File: src/rtl/alu_sequencer_if.sv
// Command and direct-load port bundle for alu_sequencer.
// The master drives commands and loads; the slave (the sequencer) returns cmd_ready.
interface alu_sequencer_if;

  logic        cmd_valid;
  logic        cmd_ready;
  logic [1:0]  cmd_op;
  logic [2:0]  cmd_rd;
  logic [2:0]  cmd_rn;
  logic [2:0]  cmd_rm;
  logic        ld_en;
  logic [2:0]  ld_addr;
  logic [15:0] ld_data;

  modport master (
    output cmd_valid,
    output cmd_op,
    output cmd_rd,
    output cmd_rn,
    output cmd_rm,
    output ld_en,
    output ld_addr,
    output ld_data,
    input  cmd_ready
  );

  modport slave (
    input  cmd_valid,
    input  cmd_op,
    input  cmd_rd,
    input  cmd_rn,
    input  cmd_rm,
    input  ld_en,
    input  ld_addr,
    input  ld_data,
    output cmd_ready
  );

endinterface

File: src/rtl/alu_sequencer.sv
// Multi-cycle front end for an external combinational 16-bit ALU.
// It runs IDLE -> GETA -> GETB -> EXEC -> WRITE over an internal 8x16 register file.
module alu_sequencer (
  input  logic                  clk,
  input  logic                  reset_n,
  alu_sequencer_if.slave        cmd,
  output logic [15:0]           alu_a,
  output logic [15:0]           alu_b,
  output logic [1:0]            alu_op,
  input  logic [15:0]           alu_out,
  input  logic                  alu_z,
  output logic [15:0]           result,
  output logic                  status_z,
  output logic                  done
);

  localparam logic [2:0] StIdle  = 3'd0;
  localparam logic [2:0] StGetA  = 3'd1;
  localparam logic [2:0] StGetB  = 3'd2;
  localparam logic [2:0] StExec  = 3'd3;
  localparam logic [2:0] StWrite = 3'd4;

  logic [2:0]  state_q, state_d;
  logic [15:0] regs_q [8];
  logic [15:0] regs_d [8];
  logic [15:0] a_q, a_d;
  logic [15:0] b_q, b_d;
  logic [1:0]  op_q, op_d;
  logic [2:0]  rd_q, rd_d;
  logic [2:0]  rn_q, rn_d;
  logic [2:0]  rm_q, rm_d;
  logic [15:0] result_q, result_d;
  logic        z_q, z_d;
  logic        accept;

  // A direct load owns the IDLE cycle, so a command is held off while ld_en is high.
  assign cmd.cmd_ready = (state_q == StIdle) && !cmd.ld_en;
  assign accept        = cmd.cmd_valid && cmd.cmd_ready;

  always_comb begin
    state_d  = state_q;
    regs_d   = regs_q;
    a_d      = a_q;
    b_d      = b_q;
    op_d     = op_q;
    rd_d     = rd_q;
    rn_d     = rn_q;
    rm_d     = rm_q;
    result_d = result_q;
    z_d      = z_q;

    case (state_q)
      StIdle: begin
        if (cmd.ld_en) begin
          regs_d[cmd.ld_addr] = cmd.ld_data;
        end else if (accept) begin
          op_d    = cmd.cmd_op;
          rd_d    = cmd.cmd_rd;
          rn_d    = cmd.cmd_rn;
          rm_d    = cmd.cmd_rm;
          state_d = StGetA;
        end
      end
      StGetA: begin
        a_d     = regs_q[rn_q];
        state_d = StGetB;
      end
      StGetB: begin
        b_d     = regs_q[rm_q];
        state_d = StExec;
      end
      StExec: begin
        result_d = alu_out;
        z_d      = alu_z;
        state_d  = StWrite;
      end
      StWrite: begin
        regs_d[rd_q] = result_q;
        state_d      = StIdle;
      end
      default: begin
        state_d = StIdle;
      end
    endcase
  end

  always_ff @(posedge clk or negedge reset_n) begin
    if (!reset_n) begin
      state_q  <= StIdle;
      for (int i = 0; i < 8; i++) begin
        regs_q[i] <= '0;
      end
      a_q      <= '0;
      b_q      <= '0;
      op_q     <= '0;
      rd_q     <= '0;
      rn_q     <= '0;
      rm_q     <= '0;
      result_q <= '0;
      z_q      <= 1'b0;
    end else begin
      state_q  <= state_d;
      regs_q   <= regs_d;
      a_q      <= a_d;
      b_q      <= b_d;
      op_q     <= op_d;
      rd_q     <= rd_d;
      rn_q     <= rn_d;
      rm_q     <= rm_d;
      result_q <= result_d;
      z_q      <= z_d;
    end
  end

  assign alu_a    = a_q;
  assign alu_b    = b_q;
  assign alu_op   = op_q;
  assign result   = result_q;
  assign status_z = z_q;
  assign done     = (state_q == StWrite);

endmodule

File: src/flat_wrapper.sv
// flat-port wrapper written by rule: the top's interface ports become plain ports
module alu_sequencer_flat 
  (clk, reset_n, alu_a, alu_b, alu_op, alu_out, alu_z, result, status_z, done, cmd_cmd_valid, cmd_cmd_op, cmd_cmd_rd, cmd_cmd_rn, cmd_cmd_rm, cmd_ld_en, cmd_ld_addr, cmd_ld_data, cmd_cmd_ready);
  alu_sequencer_if cmd_i ();
  input  logic clk;
  input  logic reset_n;
  output logic [15:0] alu_a;
  output logic [15:0] alu_b;
  output logic [1:0] alu_op;
  input  logic [15:0] alu_out;
  input  logic alu_z;
  output logic [15:0] result;
  output logic status_z;
  output logic done;
  input wire logic [$bits(cmd_i.cmd_valid)-1:0] cmd_cmd_valid;
  input wire logic [$bits(cmd_i.cmd_op)-1:0] cmd_cmd_op;
  input wire logic [$bits(cmd_i.cmd_rd)-1:0] cmd_cmd_rd;
  input wire logic [$bits(cmd_i.cmd_rn)-1:0] cmd_cmd_rn;
  input wire logic [$bits(cmd_i.cmd_rm)-1:0] cmd_cmd_rm;
  input wire logic [$bits(cmd_i.ld_en)-1:0] cmd_ld_en;
  input wire logic [$bits(cmd_i.ld_addr)-1:0] cmd_ld_addr;
  input wire logic [$bits(cmd_i.ld_data)-1:0] cmd_ld_data;
  output wire logic [$bits(cmd_i.cmd_ready)-1:0] cmd_cmd_ready;
  assign cmd_i.cmd_valid = cmd_cmd_valid;
  assign cmd_i.cmd_op = cmd_cmd_op;
  assign cmd_i.cmd_rd = cmd_cmd_rd;
  assign cmd_i.cmd_rn = cmd_cmd_rn;
  assign cmd_i.cmd_rm = cmd_cmd_rm;
  assign cmd_i.ld_en = cmd_ld_en;
  assign cmd_i.ld_addr = cmd_ld_addr;
  assign cmd_i.ld_data = cmd_ld_data;
  assign cmd_cmd_ready = cmd_i.cmd_ready;
  alu_sequencer u_core (.clk(clk), .reset_n(reset_n), .cmd(cmd_i), .alu_a(alu_a), .alu_b(alu_b), .alu_op(alu_op), .alu_out(alu_out), .alu_z(alu_z), .result(result), .status_z(status_z), .done(done));
endmodule
File: config.mk
export PLATFORM = sky130hd
export DESIGN_NAME = alu_sequencer_flat
export DESIGN_NICKNAME = d
export VERILOG_FILES = /design/src/rtl/alu_sequencer_if.sv /design/src/rtl/alu_sequencer.sv /design/src/flat_wrapper.sv
export SDC_FILE = /design/constraint.sdc
export NUM_CORES = 1
export LEC_CHECK = 0
export BUFFER_PORTS_ARGS = -buffer_cell sky130_fd_sc_hd__buf_2
export CORE_MARGIN = 2
export CORE_UTILIZATION = 30
export CTS_CLUSTER_SIZE = 14
export DETAILED_ROUTE_END_ITERATION = 6
export PLACE_DENSITY_LB_ADDON = 0.12
export SYNTH_ARGS = -nofsm -noshare
export SYNTH_HDL_FRONTEND = slang
export SYNTH_SLANG_ARGS = --single-unit
File: constraint.sdc
create_clock -name clk -period 3 [get_ports clk]
set_clock_uncertainty 0.05 [all_clocks]
set_input_delay 0.45 -clock clk [delete_from_list [all_inputs] [get_ports clk]]
set_output_delay 0.45 -clock clk [all_outputs]
set_load 0.1 [all_outputs]
# Word-level counts from Yosys, hierarchy flattened
# Cells that the tools add are included.
[classes]
order_cmp = 6
n_eq_ne = 7
muxes = 17
n_bitwise = 5
reduce_logical = 10
[ops]
columns = ["cell", "count"]
rows = [
  ["$bwmux 128", 2],
  ["$pmux 128 s2", 1],
  ["$mux 128", 1],
  ["$bmux 16 s3", 2],
  ["$demux 16 s3", 2],
  ["$mux 16", 6],
  ["$ge 4x4->1 const B", 4],
  ["$not 3->4", 4],
  ["$pmux 3 s4", 1],
  ["$lt 4x1->1 const B", 2],
  ["$eq 3x2->1 const B", 2],
  ["$mux 3", 2],
  ["$logic_and 1x1->1", 4],
  ["$ne 2x2->1 const B", 2],
  ["$reduce_and 2->1", 2],
  ["$eq 3x1->1 const B", 1],
  ["$eq 3x3->1 const B", 1],
  ["$logic_not 3->1", 1],
  ["$reduce_and 3->1", 1],
  ["$ne 2x1->1 const B", 1],
  ["$reduce_bool 2->1", 1],
  ["$logic_not 1->1", 1],
  ["$not 1->1", 1],
]
[word_totals]
ff_bits = 191
in_bits = 51
output_inout_bits = 53
word_cells = 62

# Depth between registers and ports, before layout
[logic_depth]
ltp_word = 8
depth_mapped = 9
mapped_depth_nobuf = 5

# Least setup slack after synthesis
# Ideal clock, no wire load.
[synth_path]
path_kind = "flip-flop to flip-flop"
from = "reg u_core.state_q[2]"
to = "reg u_core.op_q[0], in the netlist u_core.alu_op[0]"
setup_time_ps = 126
arrival_ps = 4393
t_required_ps = 2824
slack_ps = -1569
stages_incl_launch_ff = 6
path_buffers = 2
period_less_slack_ps = 4569
path_cell_list = "dfrtp_1 -> buf_4 -> nor4_1 -> nand2_1 -> clkbuf_1 -> mux2_2"
[synth_via]
elab_chain_cells = 4
[synth_rtl]
columns = ["item", "line_no", "rtl"]
rows = [
  ["from (decl)", "alu_sequencer.sv:23", "logic [2:0] state_q, state_d;"],
  ["from (signal assigned)", "alu_sequencer.sv:89", "state_q <= StIdle;"],
  ["from (signal assigned)", "alu_sequencer.sv:102", "state_q <= state_d;"],
  ["$logic_not 3->1", "alu_sequencer.sv:37", "assign cmd.cmd_ready = (state_q == StIdle) && !cmd.ld_en;"],
  ["$logic_and 1x1->1", "alu_sequencer.sv:37", ""],
  ["net cmd_cmd_ready", "flat_wrapper.sv:23", "output wire logic [$bits(cmd_i.cmd_ready)-1:0] cmd_cmd_ready;"],
  ["$logic_and 1x1->1", "alu_sequencer.sv:38", "assign accept = cmd.cmd_valid && cmd.cmd_ready;"],
  ["$reduce_and 3->1 (no line)", "--", ""],
  ["to (signal assigned)", "alu_sequencer.sv:106", "op_q <= op_d;"],
  ["to (decl)", "alu_sequencer.sv:28", "logic [1:0] op_q, op_d;"],
]
# The timed path passes the listed nets, and every way through them passes these cells.
# A chain may end at the register's enable or synchronous reset.

# Final worst setup path
[layout_path]
from = "reg u_core.state_q[0]"
to = "out done"
[layout_via]
elab_chain_cells = 1
[layout_rtl]
columns = ["item", "line_no", "rtl"]
rows = [
  ["$eq 3x3->1", "alu_sequencer.sv:120", "assign done = (state_q == StWrite);"],
  ["to (decl)", "flat_wrapper.sv:14", "output logic done;"],
]
# Every way passes these cells.

==> qor_table.md <==
| Step | Item | Value |
|---|---|---|
| run | Max cap viols | 0 |
| power | Portion of total power attributed to sequential cells | 30.2% |
| global routing | Total global-route track usage | 20.5% |
| die | Total die area | 37000 um2 |
| synthesis | Dominant cell by count in the synthesized netlist | dfrtp_1 |
| die | Core area | 34700 um2 |
| sta | Final Hold Fails | 0 |
| synthesis | Share of flip-flops with an asynchronous set or reset after synthesis | 100% |
| cts | Largest buffer count on any clock path | 2 |
| power | Peak supply drop | 861 uV |
| cts | Master cell of the clock root buffer | clkbuf_16 |
| synthesis | Average cell area after synthesis | 12.8 um2 |
| power | Combinational share of power | 52.1% |
| placed design | Port Buf Inserts | 103 |
| power | Share of total power consumed by net switching | 50.5% |
| synthesis | Number of enable-type register cells in the synthesized netlist | 0 |
| synthesis | #FFs+latches synth | 191 |
| power | Design internal power | 6.86 mW |
| synthesis | Top_reg_cell synth | dfrtp_1 |
| synthesis | Synth Cell Area | 10600 um2 |
| sta | Finish-stage setup viols | 0 |
| setup path | Terminus of the critical flop-to-flop path | u_core.regs_q[22]$_DFFE_PN0P_ |
| route | Vias per std cell | 5.40 |
| setup path | Classification of the worst setup path | register to primary output |
| die | Die Ht | 192 um |
| setup path | Timing startpoint of the critical path | u_core.state_q[0]$_DFFE_PN0P_ |
| synthesis | Sequential-to-total area share from yosys stat | 44.9% |
| cts | Post-CTS repair timing setup buffer count | 0 |
| cts | Total CTS buffers | 17 |
| power | Final Power | 13.9 mW |
| power | Total net switching power | 7.00 mW |
| route | Total routed wirelength | 36400 um |
| global routing | Number of global-route vias before repair | 7743 |
| setup path | Biggest fanout along the worst timing path | 20 |
| setup path | Critical Path RT | 2500 ps |
| setup path | Cell count of the worst reg-to-reg path | 6 |
| synthesis | Synth cell types | 35 |
| layout | Sequential cell area | 4780 um2 |
| synthesis | Biggest area contributors in the synthesized netlist | dfrtp_1, mux4_2, mux2_4, o22ai_1, mux2_2 |
| global routing | Leftover overflow at the end of global routing | 0 |
| sta | Transition time of the tightest slew-check pin | 1050 ps |
| setup path | Worst setup path endpoint | done |
| global routing | Pin count of the biggest net entering global routing | 68 |
| power | Power density of the placed cells | 1120 nW/um2 |
| route | Vias after detailed routing | 7525 |
| cts | Clk_lat worst skew | 450 ps |
| global routing | First-pass GRT wire length | 54100 um |
| synthesis | Post-synth top area cell | dfrtp_1 |
| route | Detailed-route wire length per cell | 26.1 um |
| die | Number of primary I/O pins | 104 |
| synthesis | Share of the synthesized area in the top cell type | 44.9% |
| die | Row Count | 68 |
| sta | Number of slew-limit violations in the final report | 0 |
| route | Final antenna-violating net count | 0 |
| layout | Proportion of layout cells with a drive suffix above 1 | 43.2% |
| sta | Setup repair after global routing missed its margin | no |
| setup path | Internal reg-to-reg setup slack | 460 ps |
| global routing | Number of antenna violations at the first check in global routing | 2 |
| placed design | Post-placement worst setup slack | 465 ps |
| synthesis | Count of yosys warnings during synthesis | 0 |
| placed design | Placer Congestion | 0.784 |
| synthesis | Most common library cells after synthesis | dfrtp_1, o22ai_1, nand2_1 |
| route | Number of detailed-routing iterations run before antenna repair | 4 |
| die | Horizontal die dimension | 192 um |
| setup path | Kind of end point of the critical path | primary output |
| cts | H-tree depth | 4 |
| sta | Worst slew margin | 29.7% |
| layout | Area Growth Syn to Fin | 16.5% |
| sta | Final Critical Period | 2650 ps |
| die | Initial cell density of the core | 30.6% |
| setup path | Nature of the critical path startpoint | register |
| route | Residual DRC | 0 |
| sta | Maximum clock rate | 0.377 GHz |
| setup path | Reg2reg start | u_core.state_q[0]$_DFFE_PN0P_ |
| synthesis | Post-Syn Nets | 879 |
| cts | TritonCTS clock tree | done |
| setup path | Signal arrival time at the worst endpoint | 2150 ps |
| sta | Sum of negative setup slack | 0 ps |
| outcome | Status | completed |
| route | Initial DRC Count | 516 |
| synthesis | Cells after Synth | 828 |
| sta | Post-route worst setup slack | 349 ps |
| cts | Sinks on the clock net | 191 |
| power | Fraction of power consumed by the clock network | 17.6% |
| cts | Clock slew at reported path FFs | 70 ps |
| worst hold path | Hold Path Class | input pin to register |
| placed design | DP HPWL | 24100 um |
| sta | Post-route clock period utilization | 88.4% |
| worst hold path | Worst Min Path Start | alu_out[6] |
| power | Leakage power summed over all cells | 5.59 nW |
| layout | Final nets | 975 |
| layout | Filler Cells Inserted | 3437 |
| layout | Area of combinational cells with multiple inputs | 5420 um2 |
## what timing repair did
action                    4_1_cts  5_1_grt
hold buffers                    1        0
resized for setup               0        0
hold endpoints to repair       44        0
## sequential cells by signal (all words and copies together) (netlist names)
| name | flops |
|---|---|
| u_core.state_q | 3 |
| u_core.rm_q | 3 |
| u_core.result | 16 |
| u_core.rn_q | 3 |
| u_core.alu_a | 16 |
| u_core.status_z | 1 |
| u_core.rd_q | 3 |
| u_core.regs_q | 128 |
| u_core.alu_b | 16 |
| u_core.alu_op | 2 |
## power by group through the flow
stage                     Clock [mW]  Sequential [mW]  Combinational, mW
after CTS                       2.52             4.20               7.26
after global routing            2.63             4.32               7.61
final                           2.44             4.19               7.22
after global placement             0             4.23               7.21
after floorplan                    0             6.34               3.26
after detailed placement           0             4.24               7.25
## final cells by class
class	count	area share, %
diodes	1	0.0202
clock buffers	18	3.55
clock inverters	14	1.41
inverters	3	0.101
multi-input cells	559	43.8
flip-flops and latches	191	38.6
well taps	455	4.60
repair buffers	152	7.93
## how the worst min path moves through the flow
stage	end	cells past startpoint	slack, ps
floorplan	u_core.alu_a[0]$_DFFE_PN0P_	0	100
global placement	u_core.status_z$_DFFE_PN0P_	2	410
detailed placement	u_core.status_z$_DFFE_PN0P_	2	410
CTS	u_core.result[6]$_DFFE_PN0P_	3	110
global route	u_core.result[12]$_DFFE_PN0P_	3	130
finish	u_core.result[6]$_DFFE_PN0P_	3	140
## critical path: stages, from the launching register on
cell and delay (ps):
dfrtp_1 370, or3b_1 500, clkinv_2 90, buf_4 250, buf_2 480
## layer usage
| metal | GRT usage (%) | vias to the layer above | share of wire [%] |
|---|---|---|---|
| li1 | - | 3365 | - |
| met1 | 29.7 | 3863 | 48 |
| met2 | 30.3 | 247 | 44 |
| met3 | 4.78 | 48 | 5.5 |
| met4 | 6.46 | 2 | 2.4 |
| met5 | 0 | - | 0.033 |
## cells in the final DEF, fill, tap and decap left out, types with 6 or more instances in the layout
master and instances:
a21oi_1 33, buf_12 7, buf_2 102, buf_4 41, clkbuf_16 17, dfrtp_1 189
mux2_2 69, mux2_4 71, mux2i_1 32, mux4_2 64, nand2_1 84, nand3b_1 7
nor2_1 38, nor2_4 6, o22ai_1 128, or3b_1 7
## per-stage QoR
stage	hold WS [ps]	instance area [um2]	cells	utilization, %
after floorplan	104	10700	828	-
after global placement	406	11800	1359	33.9
after detailed placement	415	11800	1359	33.9
after CTS	112	12400	1392	35.7
after global routing	128	12400	1392	35.7
final	136	12400	1393	35.7
## logic make-up (layout without fill, tap and decap cells)
group,count (synthesis),in the layout,share of synthesized area (%)
flops,191,191,44.9
buf+inv,78,187,4.31
other cells,0,1,0
xor+xnor,1,1,0.0824
compound gates,167,167,9.74
simple gates,152,152,6.72
mux,239,239,34.2
(Power assumes the default switching activity.)
